$ cat src/rtl/micro_sequencer_pkg.sv
// Shared types for the micro-sequencer: micro-instruction field layout and
// the decoded control word consumed by the ALU, memory unit and registers.
package micro_sequencer_pkg;

  localparam int UINSTR_W = 14;

  typedef enum logic [1:0] {
    KIND_ALU = 2'b00,
    KIND_MEM = 2'b01,
    KIND_REG = 2'b10,
    KIND_SYS = 2'b11
  } micro_kind_e;

  typedef enum logic { ST_RUN = 1'b0, ST_HALTED = 1'b1 } seq_state_e;

  typedef enum logic [3:0] {
    ALU_NOP = 4'd0,  ALU_ADD = 4'd1,  ALU_SUB = 4'd2,  ALU_AND = 4'd3,
    ALU_OR  = 4'd4,  ALU_XOR = 4'd5,  ALU_NOT = 4'd6,  ALU_SHL = 4'd7,
    ALU_SHR = 4'd8,  ALU_INC = 4'd9,  ALU_DEC = 4'd10, ALU_CMP = 4'd11,
    ALU_PASS = 4'd12
  } alu_op_e;

  typedef enum logic [2:0] {
    MEM_NOP = 3'd0, MEM_READ = 3'd1, MEM_WRITE = 3'd2, MEM_FETCH = 3'd3,
    MEM_PUSH = 3'd4, MEM_POP = 3'd5, MEM_IO = 3'd6
  } memory_op_e;

  typedef enum logic [1:0] {
    REG_NOP = 2'd0, REG_LOAD = 2'd1, REG_ENABLE = 2'd2, REG_INC = 2'd3
  } reg_op_e;

  typedef struct packed {
    logic       reset;
    logic       halt;
    logic       control_unit_load;
    logic       next_instr;
    alu_op_e    alu_op;
    logic       alu_enable;
    memory_op_e memory_op;
    logic       bus_selector;
    logic       data_word_selector;
    reg_op_e    rax_op;
    reg_op_e    rbx_op;
    reg_op_e    rcx_op;
    reg_op_e    rdx_op;
  } control_word_t;

  localparam control_word_t CONTROL_WORD_ZERO = '0;

  localparam int KIND_LSB     = 12;
  localparam int LAST_BIT     = 0;
  // ALU fields
  localparam int ALU_OP_LSB   = 8;
  localparam int ALU_DST_LSB  = 6;
  localparam int ALU_DST_VLD  = 5;
  localparam int ALU_EN_BIT   = 4;
  localparam int ALU_OP_MAX   = 12;
  // MEM fields
  localparam int MEM_OP_LSB   = 9;
  localparam int MEM_BUS_BIT  = 8;
  localparam int MEM_DWS_BIT  = 7;
  localparam int MEM_REG_LSB  = 5;
  localparam int MEM_RGOP_LSB = 3;
  // REG fields
  localparam int REG_SRC_LSB  = 10;
  localparam int REG_SRC_VLD  = 9;
  localparam int REG_DST_LSB  = 7;
  localparam int REG_DST_VLD  = 6;
  // SYS fields
  localparam int SYS_RESET    = 11;
  localparam int SYS_HALT     = 10;
  localparam int SYS_LOAD     = 9;

endpackage

$ cat src/rtl/micro_sequencer_decoder.sv
// Stateless decode of one 14-bit micro-instruction into a control word.
// next_instr is left zero here; it depends on sequencer state.
module micro_decoder
  import micro_sequencer_pkg::*;
(
  input  logic [UINSTR_W-1:0] uinstr,
  output control_word_t       control_word
);

  micro_kind_e kind;
  reg_op_e     ops [4];
  logic [1:0]  src, dst;

  assign kind = micro_kind_e'(uinstr[KIND_LSB +: 2]);
  assign src  = uinstr[REG_SRC_LSB +: 2];
  assign dst  = uinstr[REG_DST_LSB +: 2];

  always_comb begin
    control_word = CONTROL_WORD_ZERO;
    for (int i = 0; i < 4; i++) ops[i] = REG_NOP;
    unique case (kind)
      KIND_ALU: begin
        if (int'(uinstr[ALU_OP_LSB +: 4]) <= ALU_OP_MAX)
          control_word.alu_op = alu_op_e'(uinstr[ALU_OP_LSB +: 4]);
        control_word.alu_enable = uinstr[ALU_EN_BIT];
        if (uinstr[ALU_DST_VLD]) ops[uinstr[ALU_DST_LSB +: 2]] = REG_LOAD;
      end
      KIND_MEM: begin
        if (uinstr[MEM_OP_LSB +: 3] != 3'd7)
          control_word.memory_op = memory_op_e'(uinstr[MEM_OP_LSB +: 3]);
        control_word.bus_selector       = uinstr[MEM_BUS_BIT];
        control_word.data_word_selector = uinstr[MEM_DWS_BIT];
        ops[uinstr[MEM_REG_LSB +: 2]]   = reg_op_e'(uinstr[MEM_RGOP_LSB +: 2]);
      end
      KIND_REG: begin
        if (uinstr[REG_SRC_VLD]) ops[src] = REG_ENABLE;
        // A register both driving and loading itself is a no-op.
        if (uinstr[REG_DST_VLD])
          ops[dst] = (uinstr[REG_SRC_VLD] && src == dst) ? REG_NOP : REG_LOAD;
      end
      KIND_SYS: begin
        control_word.reset             = uinstr[SYS_RESET];
        control_word.halt              = uinstr[SYS_HALT] & ~uinstr[SYS_RESET];
        control_word.control_unit_load = uinstr[SYS_LOAD] & ~uinstr[SYS_RESET];
      end
    endcase
    control_word.rax_op = ops[0];
    control_word.rbx_op = ops[1];
    control_word.rcx_op = ops[2];
    control_word.rdx_op = ops[3];
  end

endmodule

$ cat src/rtl/micro_sequencer.sv
// Micro-PC sequencer: walks {opcode, step} through the external ROM and
// registers the decoded word of the address presented in the previous cycle.
module micro_sequencer
  import micro_sequencer_pkg::*;
#(
  parameter int OPCODE_WIDTH = 5,
  parameter int STEP_WIDTH   = 4,
  parameter int FETCH_OPCODE = 0
) (
  input  logic                               clk,
  input  logic                               rst_n,
  input  logic                               stall_i,
  input  logic                               resume_i,
  input  logic [OPCODE_WIDTH-1:0]            opcode_i,
  input  logic [UINSTR_W-1:0]                uinstr_i,
  output logic [OPCODE_WIDTH+STEP_WIDTH-1:0] uaddr_o,
  output control_word_t                      control_word_o,
  output logic                               halted_o,
  output logic                               seq_error_o
);

  localparam logic [OPCODE_WIDTH-1:0] FETCH = OPCODE_WIDTH'(FETCH_OPCODE);

  seq_state_e              state_q, state_d;
  logic [OPCODE_WIDTH-1:0] opcode_q, opcode_d;
  logic [STEP_WIDTH-1:0]   step_q, step_d;
  control_word_t           dec_cw, cw_q, cw_d;
  logic                    err_q, err_d;
  logic                    last;

  micro_decoder u_dec (.uinstr(uinstr_i), .control_word(dec_cw));

  assign last = uinstr_i[LAST_BIT];

  always_ff @(posedge clk or negedge rst_n) begin
    if (!rst_n) begin
      state_q  <= ST_RUN;
      opcode_q <= FETCH;
      step_q   <= '0;
      cw_q     <= CONTROL_WORD_ZERO;
      err_q    <= 1'b0;
    end else begin
      state_q  <= state_d;
      opcode_q <= opcode_d;
      step_q   <= step_d;
      cw_q     <= cw_d;
      err_q    <= err_d;
    end
  end

  always_comb begin
    state_d  = state_q;
    opcode_d = opcode_q;
    step_d   = step_q;
    cw_d     = cw_q;
    err_d    = err_q;
    case (state_q)
      ST_RUN: if (!stall_i) begin
        cw_d            = dec_cw;
        cw_d.next_instr = last && (opcode_q != FETCH);
        // Redirects in priority order: soft reset, opcode load, end of routine.
        if (dec_cw.reset) begin
          opcode_d = FETCH;
          step_d   = '0;
        end else if (dec_cw.control_unit_load) begin
          opcode_d = opcode_i;
          step_d   = '0;
        end else if (last) begin
          opcode_d = FETCH;
          step_d   = '0;
        end else if (step_q == '1) begin
          opcode_d = FETCH;
          step_d   = '0;
          err_d    = 1'b1;
        end else begin
          step_d = step_q + 1'b1;
        end
        if (dec_cw.halt) state_d = ST_HALTED;
      end
      ST_HALTED: begin
        cw_d = CONTROL_WORD_ZERO;
        if (resume_i) state_d = ST_RUN;
      end
      default: state_d = ST_RUN;
    endcase
  end

  assign uaddr_o        = {opcode_q, step_q};
  assign control_word_o = cw_q;
  assign halted_o       = (state_q == ST_HALTED);
  assign seq_error_o    = err_q;

endmodule
$ cat config.mk
export PLATFORM = sky130hd
export DESIGN_NAME = micro_sequencer
export DESIGN_NICKNAME = d
export VERILOG_FILES = /design/src/rtl/micro_sequencer_pkg.sv /design/src/rtl/micro_sequencer_decoder.sv /design/src/rtl/micro_sequencer.sv
export SDC_FILE = /design/constraint.sdc
export NUM_CORES = 1
export LEC_CHECK = 0
export CAP_MARGIN = 20
export CELL_PAD_IN_SITES_DETAIL_PLACEMENT = 1
export CELL_PAD_IN_SITES_GLOBAL_PLACEMENT = 1
export CORE_MARGIN = 5
export CORE_UTILIZATION = 30
export CTS_CLUSTER_DIAMETER = 80
export DETAILED_ROUTE_END_ITERATION = 7
export PLACE_DENSITY = 0.8
export SLEW_MARGIN = 15
export SYNTH_ARGS = -nofsm -noshare
export SYNTH_HDL_FRONTEND = slang
export SYNTH_SLANG_ARGS = --single-unit
export TNS_END_PERCENT = 1
$ cat constraint.sdc
create_clock -name clk -period 2 [get_ports clk]
set_clock_uncertainty 0.1 [all_clocks]
set_input_delay 0.5 -clock clk [delete_from_list [all_inputs] [get_ports clk]]
set_output_delay 0.5 -clock clk [all_outputs]
set_load 0.02 [all_outputs]
Word level (Yosys, flattened, before mapping)
Cells that the tools add are included.
{"block": "classes", "n_eq_ne": 7, "add_sub_neg": 1, "n_lt_le_gt_ge": 9, "n_reduce_logical": 12, "muxes": 34, "bitwise": 13}
{"cell": "22-bit one-hot mux with 2 select lines", "count": 1}
{"cell": "5-bit 2-to-1 mux", "count": 6}
{"cell": "8-bit 2-to-1 mux", "count": 3}
{"cell": "8-bit one-hot mux with 3 select lines", "count": 1}
{"cell": "22-bit 2-to-1 mux", "count": 1}
{"cell": "4-bit 2-to-1 mux", "count": 5}
{"cell": "2-bit demux with 2-bit select", "count": 4}
{"cell": "3-bit >= comparator, second input constant", "count": 4}
{"cell": "3-bit by 1-bit less-than comparator with 1-bit output, second input constant", "count": 4}
{"cell": "2-bit NOT with 3-bit output", "count": 4}
{"cell": "8-bit bitwise AND", "count": 1}
{"cell": "8-bit bitwise mux", "count": 1}
{"cell": "2-bit 2-to-1 mux", "count": 4}
{"cell": "7-bit 2-to-1 mux", "count": 1}
{"cell": "1-bit logical AND", "count": 6}
{"cell": "3-bit 2-to-1 mux", "count": 2}
{"cell": "1-bit NOT", "count": 6}
{"cell": "6-bit AND reduction", "count": 1}
{"cell": "5-bit nonzero test", "count": 1}
{"cell": "4-bit by 1-bit adder with 4-bit output, second input constant", "count": 1}
{"cell": "2-bit equality test, second input constant", "count": 2}
{"cell": "4-bit equality test, second input constant", "count": 1}
{"cell": "4-bit less-or-equal comparator, second input constant", "count": 1}
{"cell": "1-bit 2-to-1 mux", "count": 4}
{"cell": "other kinds (10)", "count": 11}
{"block": "totals", "wordCells": 93, "ff_bits": 33}

Longest topological paths before layout
{"block": "depth", "word_depth": 12, "ltp_mapped": 5, "ltp_nobuf": 4}

By module
A second synthesis with hierarchy kept.
{"block": "hier_totals", "hier_cells": 196, "hier_area_um2": 1904.3}
{"module": "micro_sequencer", "area_per_inst_um2": 1442.6, "cells_per_inst": 127, "instances": 1}
{"module": "micro_decoder", "area_per_inst_um2": 461.7, "cells_per_inst": 69, "instances": 1}

Worst setup path before layout
Ideal clock, no wire load.
{"block": "synth_timing", "kind": "input port to flip-flop", "from": "input port uinstr_i[9]", "to": "register cw_q, in the netlist control_word_o[7]", "stages": 4, "setup_slack_ns": 0.311, "t_arrival_ns": 1.495, "setup_ns": 0.094, "path_cell_list": "buf_2 and3b_2 or4b_1 a211oi_1"}
{"block": "synth_via", "elab_chain_len": 7}
{"item": "start, declared", "line_no": "micro_sequencer.sv:15", "rtl": "input logic [UINSTR_W-1:0] uinstr_i,"}
{"item": "8-bit 2-to-1 mux *", "line_no": "micro_sequencer_decoder.sv:36", "rtl": "if (uinstr[REG_SRC_VLD]) ops[src] = REG_ENABLE;"}
{"item": "8-bit 2-to-1 mux *", "line_no": "micro_sequencer_decoder.sv:21", "rtl": "unique case (kind)"}
{"item": "8-bit bitwise mux", "line_no": "micro_sequencer_decoder.sv:39", "rtl": "ops[dst] = (uinstr[REG_SRC_VLD] && src == dst) ? REG_NOP : REG_LOAD;"}
{"item": "8-bit 2-to-1 mux *", "line_no": "micro_sequencer_decoder.sv:38", "rtl": "if (uinstr[REG_DST_VLD])"}
{"item": "8-bit one-hot mux with 3 select lines *", "line_no": "micro_sequencer_decoder.sv:21"}
{"item": "22-bit 2-to-1 mux *", "line_no": "micro_sequencer.sv:58", "rtl": "ST_RUN: if (!stall_i) begin"}
{"item": "22-bit one-hot mux with 2 select lines *", "line_no": "micro_sequencer.sv:57", "rtl": "case (state_q)"}
{"item": "end signal, assigned", "line_no": "micro_sequencer.sv:46", "rtl": "cw_q <= cw_d;"}
{"item": "end, declared", "line_no": "micro_sequencer.sv:27", "rtl": "control_word_t dec_cw, cw_q, cw_d;"}
Mark *: on every way between the ends. The rest lies on a longest branch, timed or not. The select of a mux whose other input is x is not followed.
A chain may end at the register's enable or synchronous reset.

Worst setup path in the final report
{"block": "layout_timing", "from": "register step_q[2]", "to": "output port uaddr_o[2]"}
{"item": "start, declared", "line_no": "micro_sequencer.sv:26", "rtl": "logic [STEP_WIDTH-1:0] step_q, step_d;"}
{"item": "start signal, assigned", "line_no": "micro_sequencer.sv:45", "rtl": "step_q <= step_d;"}
{"item": "end, declared", "line_no": "micro_sequencer.sv:16", "rtl": "output logic [OPCODE_WIDTH+STEP_WIDTH-1:0] uaddr_o,"}
No word-level cell between the ends.

==> out/results.ini <==
[run_status]
status=completed

[setup_path]
crit_required_ns=1.40
crit_path_max_incr_delay_ns=0.63
path_buf_inv=1
setup.worst_path.start=step_q[2]
path_class=flip-flop to primary output
crit_fanout=6
cp_top_family=buffers and inverters
slowest_stage=clkdlybuf4s50_1
r2r_slack_ns=0.41
worst_r2r_endpoint=opcode_q[4]
critPathLaunchType=flip-flop
worst_ep_arrival_time_ns=1.34
crit-reg2reg-launch=halted_o
cp_cell_sequence=clkdlybuf4s50_1
rr_worst_depth=4
end_kind=primary output

[global_route]
first_global_vias=1743
grt_max_degree=34
grt-ovfl-total=0
grt_pass1_wl_um=8860
track_usage_pct=15.2
antenna_found_initial=0

[detailed_routing]
vias_per_cell=5.31
dr_wl_met2_um=2640
drt_iter0_markers=66
routed.top_layer=met4
wl_um=5410
drc=0
dr_total_vias=1650
wire_per_inst_um=17.4
wl_met1_um=2470
dr_wl_met3_um=249
firstDrtPassIters=4
final_antenna_net_count=0

[flow_run]
max_cap_violations=0

[floorplanning]
die_w_um=85.2
io_pins=56
initial_utilization_pct=30.8
num_rows=27
core_area_mm2=0.00551
die_h_um=85.2
fp.dieArea_mm2=0.00726

[pwr]
power.density_mw_per_mm2=688
seqPwrFrac_pct=41.7
leakage_uw=0.00113
power.total_uw=1780
power_switching_share_pct=26.7
switchingPower_uw=475
p_int_uw=1300
clock_power_share_pct=36.6
pwr-share-comb_pct=21.7
ir_drop_mv=0.265

[hold_path]
min_path_cells=1
hold_start=seq_error_o
hp-class=flip-flop to flip-flop
hold_path_end=seq_error_o

[placed_design]
placed_cell_area_mm2=0.00244
post-dp-hpwl_um=4040
gp_congestion=0.852
io_buffers=53

[cts]
clkSinkCount=33
cts_inserted_buffers=5
cts_buffer_depth=2
cts-root-buf=clkbuf_8
htree_levels=2
post_cts_buffers=0
cts.clk_slew.worst_paths_ns=0.07
clkLatencyLatePin_ns=0.28
cts_tree=yes

[timing]
finalHoldViolCount=0
slew_viol_final=0
setup_viol=0
slew_headroom_pct=68.5
rsz0062_at_grt=false
tightest_slew_ns=0.469
fmax_mhz=515
min_period_ns=1.94
fin_crit_sh_pct=97.2

[final_layout]
fin_area_mm2=0.00258
drive_above_1_share_pct=16.7
area_growth_pct=52.0
nets=262
multi_input_area_um2=788
regArea_um2=826
n_antenna_cell=0
fillCellCount=618

[yosys]
synth_edf_count=0
syn_area_mm2=0.00170
yosysWarnings=0
synthDistinctLibCells=46
seq_area_frac_synth_pct=48.6
ys_ff_latch=33
async_reset_ff_share_pct=100
syn_inst=167
synth.net_count=191
synthFlopType=dfrtp_1
synth_area_per_cell_um2=10.2

[cell usage in the layout (no fill, tap or decap), types with 2 or more instances in the layout]
cell             Yosys  final
clkdlybuf4s50_1      0     51
dfrtp_1             33     33
buf_4                0     26
nand2_1             17     17
a32o_1               8      8
inv_1                8      8
a22o_1               8      8
nand3_1              7      7
o211ai_1             6      6
a21oi_1              6      6
clkbuf_8             0      6
o21ai_0              5      5
nand4b_1             4      4
a31oi_1              4      4
nor2_1               3      3
o2111ai_1            3      3
a221oi_1             3      3
nor3_1               2      2
a31o_2               2      2
nor2b_1              2      2
nor3b_1              3      2
and3b_1              2      2
nor4bb_1             2      2
and4b_1              2      2
nand4_1              2      2
nand3b_1             2      2
dlymetal6s2s_1       0      2
[timing repair]
action                                  4_1_cts  5_1_grt
pin swaps                                     0        0
endpoints found under the setup margin        5        4
hold buffers                                  0        0
resized for setup                             1        4
[worst max path at each step]
| stage | end | cells after the start | slack [ns] |
|---|---|---|---|
| CTS | uaddr_o[0] | 1 | 0.03 |
| finish | uaddr_o[2] | 1 | 0.06 |
| floorplan | control_word_o[7] | 4 | 0.31 |
| detailed placement | control_word_o[17] | 4 | -0.31 |
| global route | control_word_o[0] | 5 | 0.02 |
| global placement | control_word_o[15] | 4 | -0.25 |
[power by group through the flow]
stage | registers, µW | logic (µW) | clock network, µW
floorplan | 798 | 128 | 0
global placement | 751 | 376 | 0
global route | 747 | 415 | 697
detailed placement | 754 | 385 | 0
finish | 740 | 385 | 651
CTS | 741 | 389 | 665
[cell type report]
type                       instances  area share, %
sequential                        33           32.0
multi-input combinational        111           30.5
timing repair buffer              79           28.3
tap                               72           3.49
clock buffer                       7           3.34
clock inverter                     1           1.16
inverter                           8           1.16
[per-layer routing]
metal  vias to the layer above  track usage [%]
met1                       823             19.4
met2                        39             25.9
met5                         -                0
li1                        782                -
met3                         6             2.82
met4                         0             5.18
[cells by family (layout without fill, tap and decap cells)]
| kind of cell | after synthesis | after routing | synth area share, % |
|---|---|---|---|
| AND/OR/NAND/NOR | 58 | 58 | 20.9 |
| XOR/XNOR | 1 | 1 | 0.516 |
| buffers and inverters | 23 | 95 | 5.97 |
| multiplexers | 1 | 1 | 0.590 |
| AO/OA/AOI/OAI | 50 | 50 | 22.7 |
| flip-flops | 33 | 33 | 48.6 |
| adder cells (fa/ha/maj) | 1 | 1 | 0.737 |
[state kept, by name, summed over array words and instances (netlist names)]
| register | cells |
|---|---|
| control_word_o | 22 |
| step_q | 4 |
| seq_error_o | 1 |
| halted_o | 1 |
| opcode_q | 5 |
[metrics by stage]
step	hold WS, ns	setup TNS [ns]	util, %	setup slack [ns]	std cells
6_report	0.382	0	46.9	0.0565	311
5_1_grt	0.404	0	46.9	0.0155	311
4_1_cts	0.387	0	46.6	0.0315	311
3_5_place_dp	0.372	-3.11	44.4	-0.310	303
3_3_place_gp	0.362	-2.46	44.4	-0.251	303
2_1_floorplan	0.104	0	-	0.311	167
[cell usage after synthesis, drive strengths merged, types with 2 or more instances]
master    n  area (µm²)
nor2      3        11.3
nand3b    2        15.0
inv       8        30.0
and3b     3        27.5
nor4bb    2        20.0
or4b      2        20.0
a31oi     4        25.0
nand4     2        12.5
dfrtp    33         826
and4b     2        20.0
a221oi    3        26.3
a22o      8        70.1
nand3     7        35.0
clkbuf    8        31.3
o211ai    6        45.0
buf       7        40.0
nor3      2        10.0
nand4b    4        35.0
nor3b     3        22.5
nor2b     2        12.5
a31o      2        17.5
a21oi     6        30.0
o21ai     5        25.0
o2111ai   3        26.3
nand2    17        63.8
a32o      8        80.1
(Power assumes the default switching activity.)
